<file path="config.mk">
export PLATFORM = sky130hd
export DESIGN_NAME = key_note_recorder
export DESIGN_NICKNAME = d
export VERILOG_FILES = /design/src/rtl/key_note_recorder_pkg.sv /design/src/rtl/key_sync_encoder.sv /design/src/rtl/key_note_recorder.sv
export SDC_FILE = /design/constraint.sdc
export NUM_CORES = 1
export LEC_CHECK = 0
export CAP_MARGIN = 20
export CORE_MARGIN = 2
export CORE_UTILIZATION = 39
export CTS_BUF_LIST = sky130_fd_sc_hd__clkbuf_2 sky130_fd_sc_hd__clkbuf_4 sky130_fd_sc_hd__clkbuf_8
export CTS_CLUSTER_DIAMETER = 50
export DETAILED_ROUTE_END_ITERATION = 12
export GPL_TIMING_DRIVEN = 0
export SLEW_MARGIN = 15
export SYNTH_ARGS = -nofsm -noshare
export SYNTH_HDL_FRONTEND = slang
export SYNTH_SLANG_ARGS = --single-unit
export TNS_END_PERCENT = 5
</file>
<file path="constraint.sdc">
create_clock -name CLK -period 9.3 [get_ports CLK]
set_input_delay 1.86 -clock CLK [delete_from_list [all_inputs] [get_ports CLK]]
set_output_delay 1.86 -clock CLK [all_outputs]
set_load 0.005 [all_outputs]
</file>
<file path="src/rtl/key_note_recorder_pkg.sv">
// -----------------------------------------------------------------------------
// key_note_recorder_pkg
// Shared note vocabulary for the key recorder, doremi and led8 blocks:
// note codes, the recorder FSM state encoding, the count width and the
// key-to-note priority encoder.
// -----------------------------------------------------------------------------
package key_note_recorder_pkg;

    // Note codes as seen by the piezo/led8 path
    localparam logic [3:0] NOTE_DO      = 4'd1;
    localparam logic [3:0] NOTE_RE      = 4'd2;
    localparam logic [3:0] NOTE_MI      = 4'd3;
    localparam logic [3:0] NOTE_FA      = 4'd4;
    localparam logic [3:0] NOTE_SOL     = 4'd5;
    localparam logic [3:0] NOTE_LA      = 4'd6;
    localparam logic [3:0] NOTE_SI      = 4'd7;
    localparam logic [3:0] NOTE_HIGH_DO = 4'd8;
    localparam logic [3:0] NOTE_REST    = 4'd14;

    // Width of the stored-note counter and of the pointers (0..DEPTH)
    localparam int COUNT_W = 6;

    // Recorder FSM state encoding
    typedef enum logic [1:0] {
        ST_IDLE = 2'd0,
        ST_REC  = 2'd1,
        ST_PLAY = 2'd2
    } rec_state_t;

    // Lowest pressed key wins: bit i gives code i+1; no key gives the rest code.
    // Scanning from the top bit down lets lower bits overwrite higher ones.
    function automatic logic [3:0] encode_key(input logic [7:0] keys,
                                              input logic [3:0] rest_code);
        logic [3:0] code;
        code = rest_code;
        for (int i = 7; i >= 0; i--) begin
            code = keys[i] ? 4'(i + 1) : code;
        end
        return code;
    endfunction

endpackage

</file>
<file path="src/rtl/key_sync_encoder.sv">
// -----------------------------------------------------------------------------
// key_sync_encoder
// Brings the raw push-button vector into the CLK domain through a 2-flop
// synchronizer and priority-encodes the synchronized value into a note code.
//
// Ports:
//   CLK     in   system clock
//   RESETN  in   asynchronous active-low reset
//   key     in   raw push buttons, bit i high = key i pressed
//   code    out  note code of the lowest pressed key (1..8), REST if none
// -----------------------------------------------------------------------------
module key_sync_encoder
    import key_note_recorder_pkg::*;
#(
    parameter logic [3:0] REST = 4'd14
) (
    input  logic       CLK,
    input  logic       RESETN,
    input  logic [7:0] key,
    output logic [3:0] code
);

    logic [7:0] key_meta_r;
    logic [7:0] key_sync_r;

    // Two-stage synchronizer; key_sync_r lags the pins by two clocks
    always_ff @(posedge CLK or negedge RESETN) begin
        if (!RESETN) begin
            key_meta_r <= 8'h00;
            key_sync_r <= 8'h00;
        end else begin
            key_meta_r <= key;
            key_sync_r <= key_meta_r;
        end
    end

    // Priority encoding of the synchronized keys
    always_comb begin
        code = encode_key(key_sync_r, REST);
    end

endmodule

</file>
<file path="src/rtl/key_note_recorder.sv">
// -----------------------------------------------------------------------------
// key_note_recorder
// Records the note played on the push buttons at every tempo tick into a
// DEPTH-slot memory and plays the sequence back one note per tick.
//
// Ports:
//   CLK       in   system clock, all state changes on its rising edge
//   RESETN    in   asynchronous active-low reset
//   tick      in   one-clock note-step strobe from the tempo counter
//   key       in   raw push buttons (synchronized internally)
//   rec       in   level request, rising edge starts recording
//   play      in   level request, rising edge starts playback
//   stop      in   level request, rising edge aborts recording/playback
//   note_out  out  registered note code to the piezo/led8 path
//   busy      out  high while recording or playing
//   full      out  high when the memory holds DEPTH notes
//   count     out  number of notes stored, 0..DEPTH
// -----------------------------------------------------------------------------
module key_note_recorder
    import key_note_recorder_pkg::*;
#(
    parameter int         DEPTH = 32,
    parameter logic [3:0] REST  = 4'd14
) (
    input  logic                CLK,
    input  logic                RESETN,
    input  logic                tick,
    input  logic [7:0]          key,
    input  logic                rec,
    input  logic                play,
    input  logic                stop,
    output logic [3:0]          note_out,
    output logic                busy,
    output logic                full,
    output logic [COUNT_W-1:0]  count
);

    localparam int                 AW      = (DEPTH > 1) ? $clog2(DEPTH) : 1;
    localparam logic [COUNT_W-1:0] DEPTH_C = COUNT_W'(DEPTH);
    localparam logic [COUNT_W-1:0] ZERO_C  = {COUNT_W{1'b0}};
    localparam logic [COUNT_W-1:0] ONE_C   = {{(COUNT_W-1){1'b0}}, 1'b1};

    rec_state_t          state_r, state_nx;
    logic [COUNT_W-1:0]  count_r, count_nx;
    logic [COUNT_W-1:0]  wr_ptr_r, wr_ptr_nx;
    logic [COUNT_W-1:0]  rd_ptr_r, rd_ptr_nx;
    logic [3:0]          note_r, note_nx;
    logic                busy_r;
    logic                full_r;
    logic                mem_we_s;
    logic [3:0]          mem_rd_s;
    logic [3:0]          code_s;
    logic [3:0]          mem_r [DEPTH];

    logic                rec_prev_r, play_prev_r, stop_prev_r;
    logic                rec_edge_s, play_edge_s, stop_edge_s;

    key_sync_encoder #(
        .REST (REST)
    ) u_key_sync_encoder (
        .CLK    (CLK),
        .RESETN (RESETN),
        .key    (key),
        .code   (code_s)
    );

    // Previous levels of the request inputs for rising-edge detection
    always_ff @(posedge CLK or negedge RESETN) begin
        if (!RESETN) begin
            rec_prev_r  <= 1'b0;
            play_prev_r <= 1'b0;
            stop_prev_r <= 1'b0;
        end else begin
            rec_prev_r  <= rec;
            play_prev_r <= play;
            stop_prev_r <= stop;
        end
    end

    // One-cycle rising-edge strobes
    always_comb begin
        rec_edge_s  = rec  & ~rec_prev_r;
        play_edge_s = play & ~play_prev_r;
        stop_edge_s = stop & ~stop_prev_r;
    end

    // Memory read port; only used while rd_ptr_r < count_r
    always_comb begin
        mem_rd_s = mem_r[rd_ptr_r[AW-1:0]];
    end

    // Next-state, pointer, counter and note computation
    always_comb begin
        state_nx  = state_r;
        count_nx  = count_r;
        wr_ptr_nx = wr_ptr_r;
        rd_ptr_nx = rd_ptr_r;
        note_nx   = note_r;
        mem_we_s  = 1'b0;
        case (state_r)
            ST_IDLE: begin
                note_nx = REST;
                // rec has priority over a simultaneous play edge
                if (rec_edge_s) begin
                    count_nx  = ZERO_C;
                    wr_ptr_nx = ZERO_C;
                    state_nx  = ST_REC;
                end else if (play_edge_s && (count_r != ZERO_C)) begin
                    rd_ptr_nx = ZERO_C;
                    state_nx  = ST_PLAY;
                end else begin
                    state_nx  = ST_IDLE;
                end
            end
            ST_REC: begin
                note_nx = REST;
                // stop beats a coincident tick: nothing is written
                if (stop_edge_s) begin
                    state_nx = ST_IDLE;
                end else if (tick) begin
                    mem_we_s  = 1'b1;
                    wr_ptr_nx = wr_ptr_r + ONE_C;
                    count_nx  = count_r + ONE_C;
                    // the write that fills the memory ends recording at once
                    if ((count_r + ONE_C) == DEPTH_C) begin
                        state_nx = ST_IDLE;
                    end else begin
                        state_nx = ST_REC;
                    end
                end else begin
                    state_nx = ST_REC;
                end
            end
            ST_PLAY: begin
                if (stop_edge_s) begin
                    note_nx  = REST;
                    state_nx = ST_IDLE;
                end else if (tick) begin
                    if (rd_ptr_r == count_r) begin
                        note_nx  = REST;
                        state_nx = ST_IDLE;
                    end else begin
                        note_nx   = mem_rd_s;
                        rd_ptr_nx = rd_ptr_r + ONE_C;
                    end
                end else begin
                    state_nx = ST_PLAY;
                end
            end
            default: begin
                note_nx  = REST;
                state_nx = ST_IDLE;
            end
        endcase
    end

    // FSM state register
    always_ff @(posedge CLK or negedge RESETN) begin
        if (!RESETN) begin
            state_r <= ST_IDLE;
        end else begin
            state_r <= state_nx;
        end
    end

    // Datapath registers and registered status outputs
    always_ff @(posedge CLK or negedge RESETN) begin
        if (!RESETN) begin
            count_r  <= ZERO_C;
            wr_ptr_r <= ZERO_C;
            rd_ptr_r <= ZERO_C;
            note_r   <= REST;
            busy_r   <= 1'b0;
            full_r   <= 1'b0;
        end else begin
            count_r  <= count_nx;
            wr_ptr_r <= wr_ptr_nx;
            rd_ptr_r <= rd_ptr_nx;
            note_r   <= note_nx;
            busy_r   <= (state_nx != ST_IDLE);
            full_r   <= (count_nx == DEPTH_C);
        end
    end

    // Note memory; deliberately not reset so recordings survive aborts
    always_ff @(posedge CLK) begin
        if (mem_we_s) begin
            mem_r[wr_ptr_r[AW-1:0]] <= code_s;
        end
    end

    assign note_out = note_r;
    assign busy     = busy_r;
    assign full     = full_r;
    assign count    = count_r;

endmodule

</file>
Yosys cells after proc, flatten, opt, wreduce, memory -nomap -nowiden
Memory sizes are Yosys's and may differ from the RTL's.
Cells that the tools add are included.
{"block": "word_totals", "ff_bits": 45, "latch_bits": 0, "mem_bits_rw": 128, "romBits": 0, "input_bits": 14, "output_inout_bits": 12, "word_cells": 84, "n_memories": 1}
{"name": "mem_r", "depth": 32, "width": 4, "read_ports": 1, "rd_clocked_by_memory_dff": 0, "wr": 1, "line": "key_note_recorder.sv:53", "source": "logic [3:0] mem_r [DEPTH];"}
{"block": "classes", "addsub": 3, "n_mul": 0, "div_mod_pow": 0, "magnitude_cmp": 0, "n_eq_ne": 14, "n_shift": 0, "muxes": 40, "n_bitwise": 6, "reduce_logical": 8}
{"cell": "6-bit 2-to-1 mux", "n": 11}
{"cell": "4-bit 2-to-1 mux", "n": 11}
{"cell": "6-bit one-hot mux with 2 select lines", "n": 3}
{"cell": "6-bit by 1-bit adder with 6-bit output (second input constant)", "n": 3}
{"cell": "2-bit != test (second input constant)", "n": 8}
{"cell": "2-bit 2-to-1 mux", "n": 7}
{"cell": "6-bit == test (second input constant)", "n": 2}
{"cell": "6-bit == test", "n": 1}
{"cell": "1-bit 2-to-1 mux", "n": 6}
{"cell": "2-bit one-hot mux with 3 select lines", "n": 1}
{"cell": "6-bit AND reduction", "n": 1}
{"cell": "2-bit nonzero test", "n": 3}
{"cell": "6-bit nonzero test", "n": 1}
{"cell": "4-bit AND reduction", "n": 1}
{"cell": "1-bit AND", "n": 3}
{"cell": "3-bit 2-to-1 mux", "n": 1}
{"cell": "3-bit != test (second input constant)", "n": 1}
{"cell": "1-bit NOT", "n": 3}
{"cell": "2-bit by 1-bit == test with 1-bit output (second input constant)", "n": 1}
{"cell": "2-bit == test (second input constant)", "n": 1}
{"cell": "2-bit zero test", "n": 1}
{"cell": "1-bit logical AND", "n": 1}

Longest topological paths before layout
Gate-level depths: netlist of the first run.
{"block": "depth", "word_depth": 8, "ltp_mapped": 8, "depth_no_buf": 6}

Modules after synthesis
A second synthesis of the first run with hierarchy kept.
{"block": "hier_totals", "hier_cells": 440, "hier_area_um2": 7098.1}
{"module": "key_note_recorder", "n_inst": 1, "cells_each": 411, "area_each_um2": 6626.4, "seq_area_each_um2": 4548.1}
{"module": "key_sync_encoder", "n_inst": 1, "cells_each": 29, "area_each_um2": 471.7, "seq_area_each_um2": 400.4}

Worst setup path before layout of the first run
No wires, ideal clock.
{"block": "synth_path", "path_type": "register -> register", "start": "register u_key_sync_encoder.key_sync_r[4]", "end": "memory mem_r[0][2], data pin", "setup_ns": 0.754, "arrival_ns": 3.353, "t_required_ns": 8.546, "slack_ns": 5.193, "path_stages_with_launch": 3, "n_path_buf": 0, "period_less_slack_ns": 4.107, "cell_sequence": "dfrtp_1 nor4_1 a2111oi_0"}
{"block": "synth_via", "elab_chain_cells": 5}
{"element": "from (decl)", "line": "key_sync_encoder.sv:24", "source": "logic [7:0] key_sync_r;"}
{"element": "from (signal assigned)", "line": "key_sync_encoder.sv:33", "source": "key_sync_r <= key_meta_r;"}
{"element": "4-bit 2-to-1 mux (5 in a row)", "line": "key_note_recorder_pkg.sv:37", "source": "code = keys[i] ? 4'(i + 1) : code;"}
{"element": "net code_s[2]", "line": "key_note_recorder.sv:52", "source": "logic [3:0] code_s;"}
{"element": "to (decl)", "line": "key_note_recorder.sv:53"}
The timed path passes the listed nets, and every way through them passes these cells.

Final worst setup path of the first run
{"block": "layout_path", "start": "input stop", "end": "memory mem_r[15][3] (enable)"}
{"block": "layout_via", "elab_chain_cells": 5}
{"element": "from (decl)", "line": "key_note_recorder.sv:31", "source": "input logic stop,"}
{"element": "1-bit AND", "line": "key_note_recorder.sv:84", "source": "stop_edge_s = stop & ~stop_prev_r;"}
{"element": "1-bit 2-to-1 mux", "line": "key_note_recorder.sv:118", "source": "if (stop_edge_s) begin"}
{"element": "1-bit 2-to-1 mux", "line": "key_note_recorder.sv:100", "source": "case (state_r)"}
{"element": "1-bit 2-to-1 mux", "line": "key_note_recorder.sv:187", "source": "if (mem_we_s) begin"}
{"element": "1-bit 2-to-1 mux (not written as such)", "line": "key_note_recorder.sv:188", "source": "mem_r[wr_ptr_r[AW-1:0]] <= code_s;"}
No other way between the ends.

==> Flow_metrics.wiki, run 1 <==
{| class="wikitable"
! Metric !! Value
|-
| Run status || completed
|-
| Largest clock skew in the final design || 15.6 ps
|-
| Post-Syn Area per Cell || 14.7 um^2
|-
| Share of post-route cells with drive strength above 1 || 0.150
|-
| Sequential group share of total power || 0.500
|-
| Final Wtd Congestion || 0.857
|-
| H-tree level count || 4
|-
| Placement-stage worst setup slack || 4960 ps
|-
| Total Routed Length || 15,300 um
|-
| Post-CTS setup repair buffer count || 0
|-
| Count of fill cells added during filler insertion || 1,614
|-
| # port buffers || 25
|-
| Die span in x || 140 um
|-
| Share of power burned in the clock network || 0.265
|-
| DRC Markers || 0
|-
| Total core area || 18,000 um^2
|-
| Master cell of the clock root buffer || clkbuf_8
|-
| Share of synthesized registers carrying an async set or reset || 0.256
|-
| Initial Utilization || 0.398
|-
| Final count of negative-setup-slack endpoints || 0
|-
| Minimum period implied by the final worst setup slack || 3850 ps
|-
| Number of max-capacitance violations reported || 0
|-
| Total number of clock tree sinks || 172
|-
| First-pass GRT wire length || 23,500 um
|-
| CTS Buf Count || 17
|-
| Number of buffers inserted for hold repair after clock tree synthesis || 0
|-
| Family with the most delay on the worst path || simple AND/OR/NAND/NOR gates
|-
| Number of design-rule violations left by the first detailed-router iteration || 378
|-
| Largest net degree at the start of global routing || 33
|-
| Non-Filler Cell Area, Final || 8150 um^2
|-
| Combinational fraction of design power || 0.235
|-
| Area after detailed placement || 7810 um^2
|-
| Core occupancy in the finished layout || 0.452
|-
| Gate count of the mapped netlist || 487
|-
| Number of antenna violations at the first check in global routing || 0
|-
| Power Total || 1.77 mW
|-
| Endpoint type of the worst setup path || flop
|-
| Slowest library cell on the worst path || nor2_1
|-
| Power per standard cell area || 217 nW/um^2
|-
| Worst hold-check slack || 354 ps
|-
| Number of iterations in the first detailed-routing pass || 5
|-
| Crit. path cell count || 6
|-
| Actual slew at the worst max-slew pin || 938 ps
|-
| Synth Cell Area || 7170 um^2
|-
| Die Area || 19,500 um^2
|-
| Die Y-Extent || 140 um
|-
| Clock-pin slew on the worst setup and hold paths || 80 ps
|-
| Accumulated negative setup slack || 0 ps
|-
| Critical Setup Path Class || in2reg
|-
| Synth area leader || edfxtp_1
|-
| Primary FF master, synth || edfxtp_1
|-
| Via/cell ratio || 5.39
|-
| Highest ir drop seen on vdd || 0.000105 V
|-
| Insertion delay to the later sink of the worst-skew pair || 470 ps
|-
| Main area contributors after synthesis || edfxtp_1 (54%), dfrtp_1 (14%), mux2i_1 (6.8%)
|-
| Total global routing track utilization || 0.162
|-
| Row count || 49
|-
| Post-route worst setup slack || 5450 ps
|-
| Resized Gates After CTS || 0
|-
| Worst reg2reg startpoint || state_r[1]
|-
| Worst r2r dst || mem_r[15][3]
|-
| Headroom to the max-slew limit || 0.372
|-
| Req. time, crit path || 9410 ps
|-
| Startpoint of the worst setup timing path || stop
|-
| CP startpoint kind || input port
|-
| Clock tree from TritonCTS || done
|-
| Hold Fails Final Rpt || 0
|-
| Number of vias after detailed routing || 4,222
|-
| Via count of the first global-routing pass || 4,286
|-
| Placed cells || 751
|-
| Critical Path AT || 3950 ps
|-
| Capturing element of the worst setup path || mem_r[15][3]
|-
| Longest individual stage delay on the worst path || 520 ps
|-
| Number of synthesized flops with an enable pin || 128
|-
| ANT nets after route || 0
|-
| Detailed Place HPWL || 10,600 um
|-
| Switch Pwr || 0.541 mW
|-
| Average detailed-routed wire length per instance || 19.6 um
|-
| Final cell count without fillers || 783
|-
| Inserted Diodes || 0
|-
| Synth warn || 0
|-
| IO Count || 26
|-
| Max Transition Viols Final || 0
|-
| Setup repair after global routing missed its margin || false
|-
| Cells traversed along the worst timing path || clkdlybuf4s50_1, nor2b_2, nor3_1, buf_2, nand2_1, nor2_1
|-
| Switching power share of the total || 0.306
|-
| Total global routing overflow || 0
|-
| Internal power || 1.23 mW
|-
| Crit path max fanout || 10
|-
| P&R area growth vs syn || 13.7%
|-
| Area share of the leading cell type in the synthesized netlist || 0.536
|-
| Achievable frequency || 260 MHz
|-
| Share of the clock period used by the worst path || 0.414
|-
| Nets@finish || 563
|-
| Number of library cell types mapped by synthesis || 56
|-
| Total nets after synthesis || 509
|-
| Synthesized flop and latch total || 172
|-
| Standby leakage power || 2.80 nW
|-
| Worst R2R Path Depth || 5
|-
| Part of the Yosys area used for sequential elements || 0.690
|-
| Number of buffer and inverter instances along the worst setup path || 2
|-
| Kind of path behind the tightest hold check || reg2reg
|-
| R2r setup slk || 6830 ps
|-
| Worst-case clock buffer depth || 2
|}
## synth_stat cells, types with 4 or more instances
cell type	n
nand4_1	7
clkbuf_1	8
dfrtp_1	41
ha_1	8
nand2_1	32
edfxtp_1	128
inv_1	11
mux4_2	10
nor4_1	4
xnor2_1	5
mux2i_1	49
nor2_1	44
buf_2	10
nand3b_1	6
xor2_1	9
a21oi_1	11
nand3_1	17
a22oi_1	16
o21ai_0	7
or3_1	5
nor3_1	4
## power groups by stage
stage                     registers (mW)  clock network [mW]  logic [mW]
after floorplan                    0.894                   0       0.291
after global placement             0.901                   0       0.408
after detailed placement           0.902                   0       0.418
after CTS                          0.885               0.475       0.420
after global routing               0.889               0.512       0.448
final                              0.884               0.469       0.415
## registers in the layout, summed over array words and instances (netlist names)
signal / count
rd_ptr_r: 6
wr_ptr_r: 5
u_key_sync_encoder.key_meta_r: 8
rec_prev_r: 1
mem_r: 128
stop_prev_r: 1
full: 1
note_out: 4
u_key_sync_encoder.key_sync_r: 8
count: 6
state_r: 2
play_prev_r: 1
busy: 1
## logic make-up after synthesis
kind of cell	Yosys count	synth area share
xor+xnor	14	0.0171
flops	172	0.690
simple gates	136	0.0942
compound gates	60	0.0597
mux	60	0.101
buf+inv	37	0.0239
fa+ha+maj	8	0.0140
## worst min path at each step
stage	startpoint	endpoint	slack, ps	cells past startpoint
6_report	u_key_sync_encoder.key_meta_r[1]	u_key_sync_encoder.key_sync_r[1]	350	0
2_1_floorplan	u_key_sync_encoder.key_meta_r[0]	u_key_sync_encoder.key_sync_r[0]	330	0
5_1_grt	u_key_sync_encoder.key_meta_r[0]	u_key_sync_encoder.key_sync_r[0]	370	0
3_5_place_dp	u_key_sync_encoder.key_meta_r[3]	u_key_sync_encoder.key_sync_r[3]	330	0
4_1_cts	u_key_sync_encoder.key_meta_r[3]	u_key_sync_encoder.key_sync_r[3]	360	0
3_3_place_gp	u_key_sync_encoder.key_meta_r[2]	u_key_sync_encoder.key_sync_r[2]	330	0
## area by class of cell
cell class                 count  area (um^2)  area share
inverter                      12         45.0     0.00552
clock buffer                  19          255      0.0313
multi-input combinational    278         2080       0.255
timing repair buffer          35          323      0.0396
clock inverter                13         91.3      0.0112
sequential                   172         4950       0.607
tap                          229          287      0.0351
buffer                        25          126      0.0155
## per-layer routing
layer  track usage  up-vias  share of wire
met3        0.0416       18          0.048
met5             0        -              0
li1              -     1949              -
met1         0.212     2142           0.44
met2         0.267      113           0.49
met4        0.0532        0          0.015
## layout by cell type (no fill, tap or decap), types with 6 or more instances in the layout
| master | netlist | layout |
|---|---|---|
| inv_1 | 11 | 11 |
| clkbuf_8 | 0 | 18 |
| buf_2 | 10 | 18 |
| a22oi_1 | 16 | 16 |
| nor2_1 | 44 | 43 |
| clkdlybuf4s50_1 | 0 | 24 |
| ha_1 | 8 | 8 |
| nand3_1 | 17 | 17 |
| a21oi_1 | 11 | 11 |
| o21ai_0 | 7 | 7 |
| mux4_2 | 10 | 10 |
| clkbuf_1 | 8 | 8 |
| dfrtp_1 | 41 | 41 |
| nand4_1 | 7 | 7 |
| xor2_1 | 9 | 9 |
| nand3b_1 | 6 | 6 |
| mux2i_1 | 49 | 49 |
| nand2_1 | 32 | 32 |
| edfxtp_1 | 128 | 128 |
Power figures use the tool's default switching activity.
==> inputs of run 2 (changes only) <==
Clock period 9.3 ns to 4 ns, I/O delays scaled along.
==> Flow_metrics.wiki, run 2 (synthesized netlist as in run 1, its figures left out) <==
{| class="wikitable"
! Metric !! Value
|-
| P&R area growth vs syn || 14.4% (was 13.7%)
|-
| Via count of the first global-routing pass || 4,303 (was 4,286)
|-
| Largest net degree at the start of global routing || 33 (unchanged)
|-
| Worst hold-check slack || 234 ps (was 354 ps)
|-
| Resized Gates After CTS || 0 (unchanged)
|-
| Number of max-capacitance violations reported || 0 (unchanged)
|-
| Post-CTS setup repair buffer count || 0 (unchanged)
|-
| Actual slew at the worst max-slew pin || 953 ps (was 938 ps)
|-
| Critical Path AT || 2950 ps (was 3950 ps)
|-
| Largest clock skew in the final design || 10.1 ps (was 15.6 ps)
|-
| Die span in x || 140 um (unchanged)
|-
| Multi-input gate area in the final layout || 2080 um^2 (unchanged)
|-
| Row count || 49 (unchanged)
|-
| Number of buffers inserted for hold repair after clock tree synthesis || 0 (unchanged)
|-
| Via/cell ratio || 5.41 (was 5.39)
|-
| Clock-pin slew on the worst setup and hold paths || 90 ps (was 80 ps)
|-
| Share of post-route cells with drive strength above 1 || 0.151 (was 0.150)
|-
| Leading cell type in the layout, fill and taps excluded || edfxtp_1 (unchanged)
|-
| Die Y-Extent || 140 um (unchanged)
|-
| Placement-stage worst setup slack || 752 ps (was 4960 ps)
|-
| Critical Setup Path Class || in2reg (unchanged)
|-
| Total Routed Length || 15,400 um (was 15,300 um)
|-
| Worst-case clock buffer depth || 2 (unchanged)
|-
| IO Count || 26 (unchanged)
|-
| Achievable frequency || 351 MHz
|-
| Final Wtd Congestion || 0.841 (was 0.857)
|-
| Run status || completed (unchanged)
|-
| Share of the clock period used by the worst path || 0.711
|-
| CP startpoint kind || input port (unchanged)
|-
| Setup repair after global routing missed its margin || false (unchanged)
|-
| Total global routing track utilization || 0.164 (was 0.162)
|-
| Sequential standard cell area || 4950 um^2 (unchanged)
|-
| Standby leakage power || 2.83 nW (was 2.80 nW)
|-
| Power per standard cell area || 516 nW/um^2 (was 217 nW/um^2)
|-
| Die Area || 19,500 um^2 (unchanged)
|-
| Nets@finish || 564 (was 563)
|-
| Headroom to the max-slew limit || 0.362 (was 0.372)
|-
| Number of flip-flops under the largest register name || 128 (unchanged)
|-
| Insertion delay to the later sink of the worst-skew pair || 460 ps (was 470 ps)
|-
| DRC Markers || 0 (unchanged)
|-
| Endpoint type of the worst setup path || flop (unchanged)
|-
| Detailed Place HPWL || 10,700 um (was 10,600 um)
|-
| Number of vias after detailed routing || 4,239 (was 4,222)
|-
| Max Transition Viols Final || 0 (unchanged)
|-
| H-tree level count || 4 (unchanged)
|-
| CTS Buf Count || 17 (unchanged)
|-
| Total number of clock tree sinks || 172 (unchanged)
|-
| Clock tree from TritonCTS || done (unchanged)
|-
| ANT nets after route || 0 (unchanged)
|-
| Post-route worst setup slack || 1150 ps (was 5450 ps)
|-
| Number of antenna violations at the first check in global routing || 0 (unchanged)
|-
| Req. time, crit path || 4100 ps (was 9410 ps)
|-
| Total global routing overflow || 0 (unchanged)
|-
| Inserted Diodes || 0 (unchanged)
|-
| Commonest cells after routing, fill and taps aside || edfxtp_1 (128), mux2i_1 (49), nor2_1 (43), dfrtp_1 (41), nand2_1 (32) (unchanged)
|-
| Number of iterations in the first detailed-routing pass || 5 (unchanged)
|-
| Crit path max fanout || 10 (unchanged)
|-
| Master cell of the clock root buffer || clkbuf_8 (unchanged)
|-
| Hold Fails Final Rpt || 0 (unchanged)
|-
| Final count of negative-setup-slack endpoints || 0 (unchanged)
|-
| Highest ir drop seen on vdd || 0.000235 V (was 0.000105 V)
|-
| Average detailed-routed wire length per instance || 19.6 um (about the same)
|-
| Initial Utilization || 0.398 (unchanged)
|-
| Minimum period implied by the final worst setup slack || 2850 ps
|-
| Number of design-rule violations left by the first detailed-router iteration || 388 (was 378)
|-
| # port buffers || 25 (unchanged)
|-
| Count of fill cells added during filler insertion || 1,585 (was 1,614)
|-
| Total core area || 18,000 um^2 (unchanged)
|-
| Kind of path behind the tightest hold check || in2async (was reg2reg)
|-
| First-pass GRT wire length || 23,800 um (was 23,500 um)
|}
-- run 2: cell count changes in the layout (fill, tap and decap cells not counted), sizes merged --
cell,change
inv,+2
clkinvlp,-2
bufinv,+2
clkbuf,-1
-- run 2: power breakdown --
group / leakage (nW) / internal, mW / switching (mW) / total, mW
logic: 0.932 / 0.415 / 0.551 / 0.966
registers: 1.71 / 1.99 / 0.0724 / 2.06
clock network: 0.192 / 0.563 / 0.644 / 1.21
-- run 2: final timing paths --
path | from | slack [ps] | endpoint | cells after the start
worst max-delay path | tick | 1150 | mem_r[31][1] | 6
worst min-delay path | RESETN | 230 | u_key_sync_encoder.key_meta_r[5] | 1
worst max register to register | state_r[1] | 1460 | mem_r[31][1] | 5
worst min register to register | u_key_sync_encoder.key_meta_r[3] | 350 | u_key_sync_encoder.key_sync_r[3] | 0
max in group asynchronous | RESETN | 3210 | note_out[2] | 2
min in group CLK | u_key_sync_encoder.key_meta_r[3] | 350 | u_key_sync_encoder.key_sync_r[3] | 0
-- run 2: stage by stage --
stage	util	instance area (um^2)	total power, mW	setup TNS [ps]	std cells
floorplan	-	7170	2.75	0	487
global placement	0.428	7710	3.04	-129910	741
detailed placement	0.433	7800	3.06	0	751
CTS	0.455	8200	4.25	0	783
global route	0.455	8200	4.42	0	784
finish	0.455	8200	4.23	0	784
-- run 2: critical path, stage by stage --
cell and delay (ps):
clkdlybuf4s50_1 530, inv_2 90, nor3_1 380, buf_2 280
nand2_1 350, nor2_1 520
-- run 2: final cells by class --
cell class | count | share of cell area
Clock buffer | 17 | 0.0285
Tap cell | 229 | 0.0349
Buffer | 25 | 0.0154
Timing Repair Buffer | 36 | 0.0398
Multi-Input combinational cell | 278 | 0.253
Clock inverter | 15 | 0.0194
Sequential cell | 172 | 0.603
Inverter | 12 | 0.00549
-- run 2: routing by layer --
| metal | global-route usage | vias to the layer above | share of wire |
|---|---|---|---|
| met2 | 0.272 | 112 | 0.49 |
| met1 | 0.216 | 2155 | 0.45 |
| met5 | 0 | - | 0 |
| met3 | 0.0320 | 23 | 0.041 |
| li1 | - | 1949 | - |
| met4 | 0.0616 | 0 | 0.019 |
==> inputs of run 3 (changes only) <==
Clock period 4 ns to 2.52 ns, I/O delays scaled along.
==> Flow_metrics.wiki, run 3 (synthesized netlist as in run 1, its figures left out) <==
{| class="wikitable"
! Metric !! Value
|-
| Inserted Diodes || 0 (unchanged)
|-
| P&R area growth vs syn || 15.3% (was 14.4%)
|-
| DRC Markers || 0 (unchanged)
|-
| Total Routed Length || 15,000 um (was 15,400 um)
|-
| Worst hold-check slack || 351 ps (was 234 ps)
|-
| Largest net degree at the start of global routing || 33 (unchanged)
|-
| Count of fill cells added during filler insertion || 1,565 (was 1,585)
|-
| Critical Setup Path Class || in2reg (unchanged)
|-
| Run status || completed (unchanged)
|-
| Commonest cells after routing, fill and taps aside || edfxtp_1 (128), mux2i_1 (49), nor2_1 (42), dfrtp_1 (41), nand2_1 (32) (was edfxtp_1 (128), mux2i_1 (49), nor2_1 (43), dfrtp_1 (41), nand2_1 (32))
|-
| H-tree level count || 4 (unchanged)
|-
| Final Wtd Congestion || 0.816 (was 0.841)
|-
| Minimum period implied by the final worst setup slack || 2430 ps
|-
| Power Total || 6.83 mW (was 4.23 mW)
|-
| Average detailed-routed wire length per instance || 19.3 um (was 19.6 um)
|-
| Highest ir drop seen on vdd || 0.000471 V (was 0.000235 V)
|-
| ANT nets after route || 0 (unchanged)
|-
| # port buffers || 25 (unchanged)
|-
| Setup repair after global routing missed its margin || true (was false)
|-
| IO Count || 26 (unchanged)
|-
| Number of iterations in the first detailed-routing pass || 5 (unchanged)
|-
| Final count of negative-setup-slack endpoints || 0 (unchanged)
|-
| Number of antenna violations at the first check in global routing || 0 (unchanged)
|-
| Leading cell type in the layout, fill and taps excluded || edfxtp_1 (unchanged)
|-
| Actual slew at the worst max-slew pin || 818 ps (was 953 ps)
|-
| Kind of path behind the tightest hold check || reg2reg (was in2async)
|-
| Req. time, crit path || 2630 ps (was 4100 ps)
|-
| Headroom to the max-slew limit || 0.453 (was 0.362)
|-
| Largest clock skew in the final design || 16.6 ps (was 10.1 ps)
|-
| Initial Utilization || 0.398 (unchanged)
|-
| Via count of the first global-routing pass || 4,227 (was 4,303)
|-
| Worst-case clock buffer depth || 2 (unchanged)
|-
| Worst reg2reg startpoint || state_r[1] (unchanged)
|-
| Post-CTS setup repair buffer count || 0 (unchanged)
|-
| Nets@finish || 561 (was 564)
|-
| Total core area || 18,000 um^2 (unchanged)
|-
| Insertion delay to the later sink of the worst-skew pair || 460 ps (about the same)
|-
| Accumulated negative setup slack || 0 ps (unchanged)
|-
| Number of vias after detailed routing || 4,207 (was 4,239)
|-
| Share of post-route cells with drive strength above 1 || 0.149 (was 0.151)
|-
| Master cell of the clock root buffer || clkbuf_8 (unchanged)
|-
| Detailed Place HPWL || 10,400 um (was 10,700 um)
|-
| Total number of clock tree sinks || 172 (unchanged)
|-
| Number of design-rule violations left by the first detailed-router iteration || 392 (was 388)
|-
| Worst min-delay path startpoint || u_key_sync_encoder.key_meta_r[2]
|-
| Via/cell ratio || 5.39 (was 5.41)
|-
| Clock-pin slew on the worst setup and hold paths || 80 ps (was 90 ps)
|-
| Critical Path AT || 2540 ps (was 2950 ps)
|-
| Number of max-capacitance violations reported || 0 (unchanged)
|-
| Share of the clock period used by the worst path || 0.963
|-
| Number of flip-flops under the largest register name || 128 (unchanged)
|-
| First-pass GRT wire length || 23,700 um (was 23,800 um)
|-
| CP startpoint kind || input port (unchanged)
|-
| Hold Fails Final Rpt || 0 (unchanged)
|-
| Achievable frequency || 412 MHz
|-
| Row count || 49 (unchanged)
|-
| Max Transition Viols Final || 0 (unchanged)
|-
| Endpoint type of the worst setup path || flop (unchanged)
|-
| Total global routing track utilization || 0.163 (was 0.164)
|-
| Total global routing overflow || 0 (unchanged)
|-
| Die Area || 19,500 um^2 (unchanged)
|-
| Crit path max fanout || 10 (unchanged)
|-
| Die Y-Extent || 140 um (unchanged)
|-
| Power per standard cell area || 826 nW/um^2 (was 516 nW/um^2)
|-
| Die span in x || 140 um (unchanged)
|-
| Startpoint of the worst setup timing path || stop (was tick)
|-
| Clock tree from TritonCTS || done (unchanged)
|-
| CTS Buf Count || 17 (unchanged)
|-
| Standby leakage power || 2.85 nW (was 2.83 nW)
|}
==> run 3: cell count changes in the layout (fill, tap and decap cells not counted), sizes merged <==
| cell | previous run | this run |
|---|---|---|
| bufinv | 2 | 3 |
| dlygate4sd3 | 0 | 1 |
| buf | 27 | 24 |
| clkinvlp | 3 | 1 |
| clkbuf | 27 | 31 |
| inv | 18 | 14 |
==> run 3: timing repair <==
action,in CTS,in global routing
hold buffers,1,0
hold endpoints to repair,13,0
endpoints found under the setup margin,0,25
resized for setup,0,1
==> run 3: power by group <==
part	switching [mW]	internal (mW)	total [mW]
Combinational	0.859	0.661	1.52
Sequential	0.118	3.15	3.27
Clock	0.955	1.08	2.04
Total	1.93	4.89	6.83
==> run 3: layer usage <==
| metal | GRT usage | part of all wire | up-vias |
|---|---|---|---|
| li1 | - | - | 1944 |
| met1 | 0.216 | 0.44 | 2096 |
| met2 | 0.261 | 0.47 | 142 |
| met3 | 0.0403 | 0.060 | 25 |
| met4 | 0.0632 | 0.021 | 0 |
| met5 | 0 | 0 | - |
==> run 3: critical path, cell delays in order <==
cell and delay, ps:
clkdlybuf4s50_1 420, nor2b_2 210, nor3_1 300, buf_2 270, nand2_1 350, nor2_1 490
==> run 3: area by class of cell <==
cell class | instances | area [um^2] | share of cell area
tap | 229 | 287 | 0.0347
multi-input combinational | 278 | 2100 | 0.254
buffer | 25 | 126 | 0.0153
sequential | 172 | 4950 | 0.599
inverter | 12 | 45.0 | 0.00545
timing repair buffer | 33 | 333 | 0.0403
clock inverter | 10 | 138 | 0.0166
clock buffer | 22 | 290 | 0.0351
==> run 3: final timing paths <==
path	slack [ps]	depth (start not counted)	endpoint
worst max-delay path	90	6	mem_r[9][0]
worst min-delay path	350	0	u_key_sync_encoder.key_sync_r[2]
worst max register to register	100	5	mem_r[9][0]
worst min register to register	350	0	u_key_sync_encoder.key_sync_r[2]
max in group asynchronous	1490	3	note_out[1]
min in group asynchronous	480	2	rd_ptr_r[5]
==> run 3: stage by stage <==
stage | instances | setup slack [ps] | utilization | instance area, um^2
6_report | 781 | 92.3 | 0.459 | 8270
5_1_grt | 781 | -63.1 | 0.459 | 8270
4_1_cts | 781 | 117 | 0.459 | 8270
3_5_place_dp | 748 | -370 | 0.434 | 7830
3_3_place_gp | 741 | -1180 | 0.428 | 7720
2_1_floorplan | 487 | 251 | - | 7190
